===== config.mk =====
export PLATFORM = sky130hd
export DESIGN_NAME = sig_pair_gen
export DESIGN_NICKNAME = d
export VERILOG_FILES = /design/src/rtl/sig_gen_pkg.sv /design/src/rtl/sig_pair_gen_phase_counter.sv /design/src/rtl/sig_pair_gen.sv
export SDC_FILE = /design/constraint.sdc
export NUM_CORES = 1
export LEC_CHECK = 0
export ABC_AREA = 1
export CAP_MARGIN = 20
export CORE_MARGIN = 2
export CORE_UTILIZATION = 55
export DETAILED_ROUTE_END_ITERATION = 8
export PLACE_DENSITY = 0.75
export SETUP_SLACK_MARGIN = 0.05
export SLEW_MARGIN = 0
export SYNTH_ARGS = -nofsm -noshare
export SYNTH_HDL_FRONTEND = slang
export SYNTH_SLANG_ARGS = --single-unit

===== constraint.sdc =====
create_clock -name fbase -period 6.7 [get_ports fbase]
set_input_delay 0.67 -clock fbase [delete_from_list [all_inputs] [get_ports fbase]]
set_output_delay 0.67 -clock fbase [all_outputs]
set_load 0.05 [all_outputs]

===== src/rtl/sig_gen_pkg.sv =====
// -----------------------------------------------------------------------------
// sig_gen_pkg
//   Shared definitions for the test-signal pair generator.
//   - DEF_CNT_W  : default width of the period/high/delay/burst fields
//   - MIN_PERIOD : smallest period the generator will run (shorter requests
//                  are raised to this value when the config is latched)
//   - state_t    : burst controller states
// -----------------------------------------------------------------------------
package sig_gen_pkg;

    localparam int DEF_CNT_W  = 32;
    localparam int MIN_PERIOD = 2;

    typedef enum logic [1:0] {
        IDLE = 2'd0,
        RUN  = 2'd1,
        DONE = 2'd2
    } state_t;

endpackage : sig_gen_pkg


===== src/rtl/sig_pair_gen_phase_counter.sv =====
// -----------------------------------------------------------------------------
// phase_counter
//   Wrapping 0..limit-1 counter with a registered "count < high" output.
//   The compare is taken on the value the counter is about to hold, so hit
//   lines up with cnt in the same cycle.
//
// Ports:
//   fbase     in   clock, posedge
//   rst       in   asynchronous active-high reset
//   load      in   load load_val this edge (start of a run)
//   adv       in   advance/wrap this edge (run continues)
//   gate      in   qualifies hit this edge (0 forces hit low)
//   load_val  in   CNT_W  value loaded on load
//   limit     in   CNT_W  wrap modulus P (count runs 0..P-1)
//   high      in   CNT_W  hit is high while count < high
//   wrap      out  counter currently sits at limit-1
//   hit       out  registered (count < high) & gate; low when neither load
//                  nor adv is asserted (counter parked at 0)
// -----------------------------------------------------------------------------
module phase_counter
    import sig_gen_pkg::*;
#(
    parameter int CNT_W = DEF_CNT_W
) (
    input  logic             fbase,
    input  logic             rst,
    input  logic             load,
    input  logic             adv,
    input  logic             gate,
    input  logic [CNT_W-1:0] load_val,
    input  logic [CNT_W-1:0] limit,
    input  logic [CNT_W-1:0] high,
    output logic             wrap,
    output logic             hit
);

    logic [CNT_W-1:0] cnt;
    logic [CNT_W-1:0] cnt_next;

    assign wrap = (cnt == limit - CNT_W'(1));

    // NOTE: every always_comb output gets a default first, so no path can
    // leave it unassigned and infer a latch.
    always_comb begin
        cnt_next = '0;
        if (load) begin
            cnt_next = load_val;
        end else if (adv) begin
            cnt_next = wrap ? '0 : cnt + CNT_W'(1);
        end
    end

    // NOTE: sequential state uses non-blocking assignments so every flop
    // samples the pre-edge values regardless of statement order.
    always_ff @(posedge fbase or posedge rst) begin
        if (rst) begin
            cnt <= '0;
            hit <= 1'b0;
        end else begin
            cnt <= cnt_next;
            hit <= (load || adv) && gate && (cnt_next < high);
        end
    end

endmodule : phase_counter


===== src/rtl/sig_pair_gen.sv =====
// -----------------------------------------------------------------------------
// sig_pair_gen
//   Programmable square-wave source: fx and a copy fdelay lagging it by an
//   exact number of fbase cycles. Runs a burst of n_periods periods, or
//   continuously when n_periods is 0, until stop_sig.
//
// Ports:
//   fbase      in   1      system clock (200 MHz), posedge
//   rst        in   1      asynchronous active-high reset
//   start_sig  in   1      level, sampled only in IDLE, launches a burst
//   stop_sig   in   1      level, aborts a run (and blocks start in IDLE)
//   period     in   CNT_W  fx period in fbase cycles (min 2)
//   high_cnt   in   CNT_W  fx high time (clamped to the period)
//   delay_cnt  in   CNT_W  fdelay lag (clamped to period-1)
//   n_periods  in   CNT_W  burst length in periods, 0 = continuous
//   fx         out  1      generated signal, registered
//   fdelay     out  1      fx delayed by delay_cnt cycles, registered
//   busy       out  1      high while running
//   done_sig   out  1      one-cycle pulse at natural burst end
//   LED        out  1      mirror of busy
// -----------------------------------------------------------------------------
module sig_pair_gen
    import sig_gen_pkg::*;
#(
    parameter int CNT_W = DEF_CNT_W
) (
    input  logic             fbase,
    input  logic             rst,
    input  logic             start_sig,
    input  logic             stop_sig,
    input  logic [CNT_W-1:0] period,
    input  logic [CNT_W-1:0] high_cnt,
    input  logic [CNT_W-1:0] delay_cnt,
    input  logic [CNT_W-1:0] n_periods,
    output logic             fx,
    output logic             fdelay,
    output logic             busy,
    output logic             done_sig,
    output logic             LED
);

    state_t           state;

    // Config latched at launch; later input changes do not affect the run.
    logic [CNT_W-1:0] sh_p;
    logic [CNT_W-1:0] sh_h;
    logic [CNT_W-1:0] sh_n;

    logic [CNT_W-1:0] pcount;     // completed periods, saturating
    logic             armed;      // fdelay has passed its first rising point
    logic             armed_next;

    logic [CNT_W-1:0] in_p;
    logic [CNT_W-1:0] in_h;
    logic [CNT_W-1:0] in_d;
    logic [CNT_W-1:0] q_load;
    logic [CNT_W-1:0] cur_p;
    logic [CNT_W-1:0] cur_h;

    logic             accept;
    logic             end_now;
    logic             adv;
    logic             pc_wrap;
    logic             qc_wrap;

    // Clamp the live inputs; only used on the launch edge.
    always_comb begin
        in_p = (period < CNT_W'(MIN_PERIOD)) ? CNT_W'(MIN_PERIOD) : period;
        in_h = (high_cnt > in_p) ? in_p : high_cnt;
        in_d = (delay_cnt > in_p - CNT_W'(1)) ? in_p - CNT_W'(1) : delay_cnt;
        // Start the lagging counter D cycles "behind" zero: (P-D) mod P.
        q_load = (in_d == '0) ? '0 : in_p - in_d;
    end

    assign accept  = (state == IDLE) && start_sig && !stop_sig;
    assign end_now = (state == RUN) && (sh_n != '0) && pc_wrap
                     && (pcount == sh_n - CNT_W'(1));
    assign adv     = (state == RUN) && !stop_sig && !end_now;

    // On the launch edge the shadows are not loaded yet, so use the inputs.
    assign cur_p = accept ? in_p : sh_p;
    assign cur_h = accept ? in_h : sh_h;

    // fdelay stays low until the lagging counter first wraps to 0, so the
    // end of a "previous" high phase never leaks in before the first edge.
    always_comb begin
        armed_next = 1'b0;
        if (accept) begin
            armed_next = (in_d == '0);
        end else if (adv) begin
            armed_next = armed || qc_wrap;
        end
    end

    phase_counter #(.CNT_W(CNT_W)) u_fx_cnt (
        .fbase    (fbase),
        .rst      (rst),
        .load     (accept),
        .adv      (adv),
        .gate     (1'b1),
        .load_val ('0),
        .limit    (cur_p),
        .high     (cur_h),
        .wrap     (pc_wrap),
        .hit      (fx)
    );

    phase_counter #(.CNT_W(CNT_W)) u_dly_cnt (
        .fbase    (fbase),
        .rst      (rst),
        .load     (accept),
        .adv      (adv),
        .gate     (armed_next),
        .load_val (q_load),
        .limit    (cur_p),
        .high     (cur_h),
        .wrap     (qc_wrap),
        .hit      (fdelay)
    );

    always_ff @(posedge fbase or posedge rst) begin
        if (rst) begin
            state    <= IDLE;
            busy     <= 1'b0;
            done_sig <= 1'b0;
            sh_p     <= '0;
            sh_h     <= '0;
            sh_n     <= '0;
            pcount   <= '0;
            armed    <= 1'b0;
        end else begin
            armed <= armed_next;
            case (state)
                IDLE: begin
                    done_sig <= 1'b0;
                    if (accept) begin
                        state  <= RUN;
                        busy   <= 1'b1;
                        sh_p   <= in_p;
                        sh_h   <= in_h;
                        sh_n   <= n_periods;
                        pcount <= '0;
                    end
                end
                RUN: begin
                    if (stop_sig) begin
                        // Abort: no done pulse.
                        state <= IDLE;
                        busy  <= 1'b0;
                    end else if (end_now) begin
                        state    <= DONE;
                        busy     <= 1'b0;
                        done_sig <= 1'b1;
                    end else if (pc_wrap && (pcount != '1)) begin
                        pcount <= pcount + CNT_W'(1);
                    end
                end
                DONE: begin
                    state    <= IDLE;
                    done_sig <= 1'b0;
                end
                default: begin
                    state    <= IDLE;
                    busy     <= 1'b0;
                    done_sig <= 1'b0;
                end
            endcase
        end
    end

    assign LED = busy;

endmodule : sig_pair_gen


==> summary.md <==
The run finished, with violations left. The final reports fail on setup timing. Cell seen most often among critical-path stages: buf_4. For this design, the sink count on the clock tree is 199. The worst-margin pin slew works out to 1.01 ns.

The cell count after synthesis came out at 2839. The final count of hold timing violations is 0, and the number of flip-flops and latches in the synthesized netlist is 199. The kind of critical path is in -> reg. The first global-routing pass estimated 103000 um of wire. During synthesis, Yosys emitted a total of 0 warnings. The placement row count is 68. Summing over every cut layer, the via total after detailed routing is 20450. The top cell types in the final layout, fill and taps aside, are nand2_1, inv_1, nor2_1, buf_4, dfrtp_1. After layout, the worst path uses 101% of the clock period. The finished cells cover 24000 um^2. Based on the critical path, the design can be clocked at up to 148 MHz. In this run the power density over the cells is 195 nW/um^2. The count of max-cap constraint violations was 0; the maximum number of pins on one net before global-route repair was 126. CTS placed an instance of clkbuf_16 at the clock tree root. The standard cell with the maximum stage delay on the critical path was clkdlybuf4s50_1. In this run the static leakage power is 11.9 nW. Yosys mapped a number of flops with a built-in enable equal to 0. The run gives 23200 um^2 as the instance area at placement.

0 antenna diodes ended up in the layout. The share of flip-flops with an asynchronous set or reset after synthesis is 100%. The region available for standard cell placement spans 34500 um^2. After synthesis, the cell types taking the most area are dfrtp_1, nand2_1, ha_1. The post-route non-filler standard cell count was 3694; the chip width was 191 um. Leading register cell type out of synthesis: dfrtp_1.

The clock arrives with 0.0169 ns of skew. In this run the number of H-tree levels came out at 4. For the count of endpoints failing setup in the final report, the log shows 1. The floorplan step set the die height to 191 um. The logs give -0.0555 ns for the worst path setup slack after routing and 3657 for the number of placed instances with taps included. STA classifies the critical path startpoint as an input pin. The highest metal layer with signal wires was met4. Counting I/O delays and the setup requirement, the final critical path takes 6.76 ns.

The run gives 0 as the sum of overflow across all layers after global routing. Global routing used 36.3% of the available tracks across all layers. The die covers 36400 um^2. Cells with a size suffix above 1 make up 16.7% of the layout.

For this configuration, the core starts out at a cell density of 55.7%. After clock tree synthesis, the clock-pin slew on the worst setup and hold paths is 0.08 ns. The normalized max-slew margin is 32.9%, and the number of global-route vias before repair is 20464.

Across all hold checks on the routed design, the worst slack comes to 0.499 ns. The wire length reported by the detailed router is 65700 um. TritonCTS built the clock tree. From synthesis to final layout, the design area changed by 25.0%.

The net count of the finished layout is 3516. IR analysis of the VDD net gives a maximum drop of 0.175 mV. Data on the critical path arrives at its endpoint at 7.11 ns. The delay of the slowest cell on the worst path was 0.44 ns; the mean post-synth cell area was 6.76 um^2. For the number of slew-limit violations in the final report, the log shows 0.

The count of different cell masters after synthesis was 71. Summed over all instances, the cell type with the most area after synthesis is dfrtp_1. The sort of element at the end of the critical path is a register. Area fraction of the dominant cell type after synthesis: 25.9%.

The final antenna-violating net count is 0, and the portion of the post-synthesis area used by sequential elements is 25.9%. The amount of wire on met3 after detailed routing is 3980 um, and the initial antenna violation count is 0. The pre-antenna-repair detailed-routing pass consisted of 5 iterations. For this design, the CTS-stage hold fixing added 0 buffers.

The count of buffers from port buffering was 136; the worst-skew pair later-pin latency was 0.46 ns. Setup repair after global routing could not meet its margin everywhere. The starting DRC count in detailed routing was 1594. STA puts the critical path data required time at 7.05 ns. The most common library cell in the layout ignoring fill and taps is nand2_1. The type of the worst min-delay path was reg -> reg. The wire-length estimate of the detail-placed layout is 54200 um.

In this run, CTS created clock tree buffers numbering 17. Of all nets on the critical path, the largest fanout is 9. After detailed routing, the average wire length per cell comes to 17.8 um. Cells fill 69.7% of the core in the end. Using the TritonRoute via totals, the vias-per-cell ratio works out to 5.54. The number of nets in the synthesized netlist is 3129. The routed length on met1 was 26600 um; the clock tree buffer depth was 2. The cell area after synthesis was 19200 um^2. The logs give 0.993 for the last weighted congestion value of the routability-driven placer and 137 for the boundary pin count. In the routed design, unresolved DRC markers number 0. The total length of routed met2 wires came out at 31500 um.
[per-layer routing]
layer / GRT usage (%) / vias to the layer above
met1: 43.6 / 9424
met3: 4.55 / 192
met5: 0 / -
met4: 19.7 / 0
met2: 62.9 / 768
li1: - / 10066
[synth_stat cells (all sizes together) (32+ instances only)]
master  instances
a21oi         129
clkbuf         60
dfrtp         199
ha            157
inv           397
nand2         667
nand3         172
nand4          59
nor2          359
nor3           88
o21ai         141
xnor2          32
xor2          141
[stage by stage]
stage	setup WS (ns)	TNS (ns)	total power [mW]
floorplan	0.321	0	2.74
global placement	-0.801	-0.801	3.49
detailed placement	-1.09	-1.09	3.55
CTS	0.0607	0	4.64
global route	-0.469	-0.469	4.97
finish	-0.0555	-0.0555	4.68
[report_power, final]
part           switching [mW]  total, mW  internal [mW]
Clock                   0.497       1.08          0.584
Sequential              0.116       1.46           1.35
Combinational            1.27       2.14          0.863
Total                    1.89       4.68           2.79
[state kept, by name, indices dropped and copies added (netlist names), 2 cells and up]
register and flops:
u_fx_cnt.cnt 32, state 2, sh_n 32, sh_h 32, u_dly_cnt.cnt 32, sh_p 32, pcount 32
[final cells by class]
| type | instances | area (um^2) |
|---|---|---|
| Timing Repair Buffer | 450 | 3800 |
| Sequential cell | 199 | 4980 |
| Clock inverter | 9 | 115 |
| Multi-Input combinational cell | 2158 | 12500 |
| Fill cell | 2972 | 10500 |
| Clock buffer | 23 | 478 |
| Tap cell | 455 | 569 |
| Inverter | 400 | 1510 |
[kinds of logic (layout without fill, tap and decap cells)]
logic type	after synthesis	after routing	synth area share (%)
AND/OR/NAND/NOR	1432	1432	33.3
buffers and inverters	482	882	9.85
AO/OA/AOI/OAI	395	395	12.5
flip-flops	199	199	25.9
XOR/XNOR	173	173	8.07
adder cells (fa/ha/maj)	158	158	10.3
[final timing paths]
kind                                     to  slack (ns)        from  depth (start not counted)
setup / recovery              u_dly_cnt.hit       -0.06  period[27]                         42
hold / removal                     done_sig        0.50    done_sig                          1
setup reg to reg              u_dly_cnt.hit        0.88    state[0]                         33
hold reg to reg                    done_sig        0.50    done_sig                          1
max in group asynchronous  u_fx_cnt.cnt[23]        4.29         rst                          3
min in group asynchronous           sh_n[3]        0.80         rst                          2
[worst max-delay path: cells and delay by family]
kind,cells,cell delay (ns)
XOR/XNOR,1,0.16
AO/OA/AOI/OAI,6,1.14
adder cells (fa/ha/maj),4,1.03
buffers and inverters,10,1.71
AND/OR/NAND/NOR,21,2.38
[repair_timing]
item	in CTS	in global routing
resized for setup	36	20
pin swaps	17	6
setup endpoints to repair	1	1
buffers inserted	5	0
No activity file was read; power rests on OpenSTA's default activity.
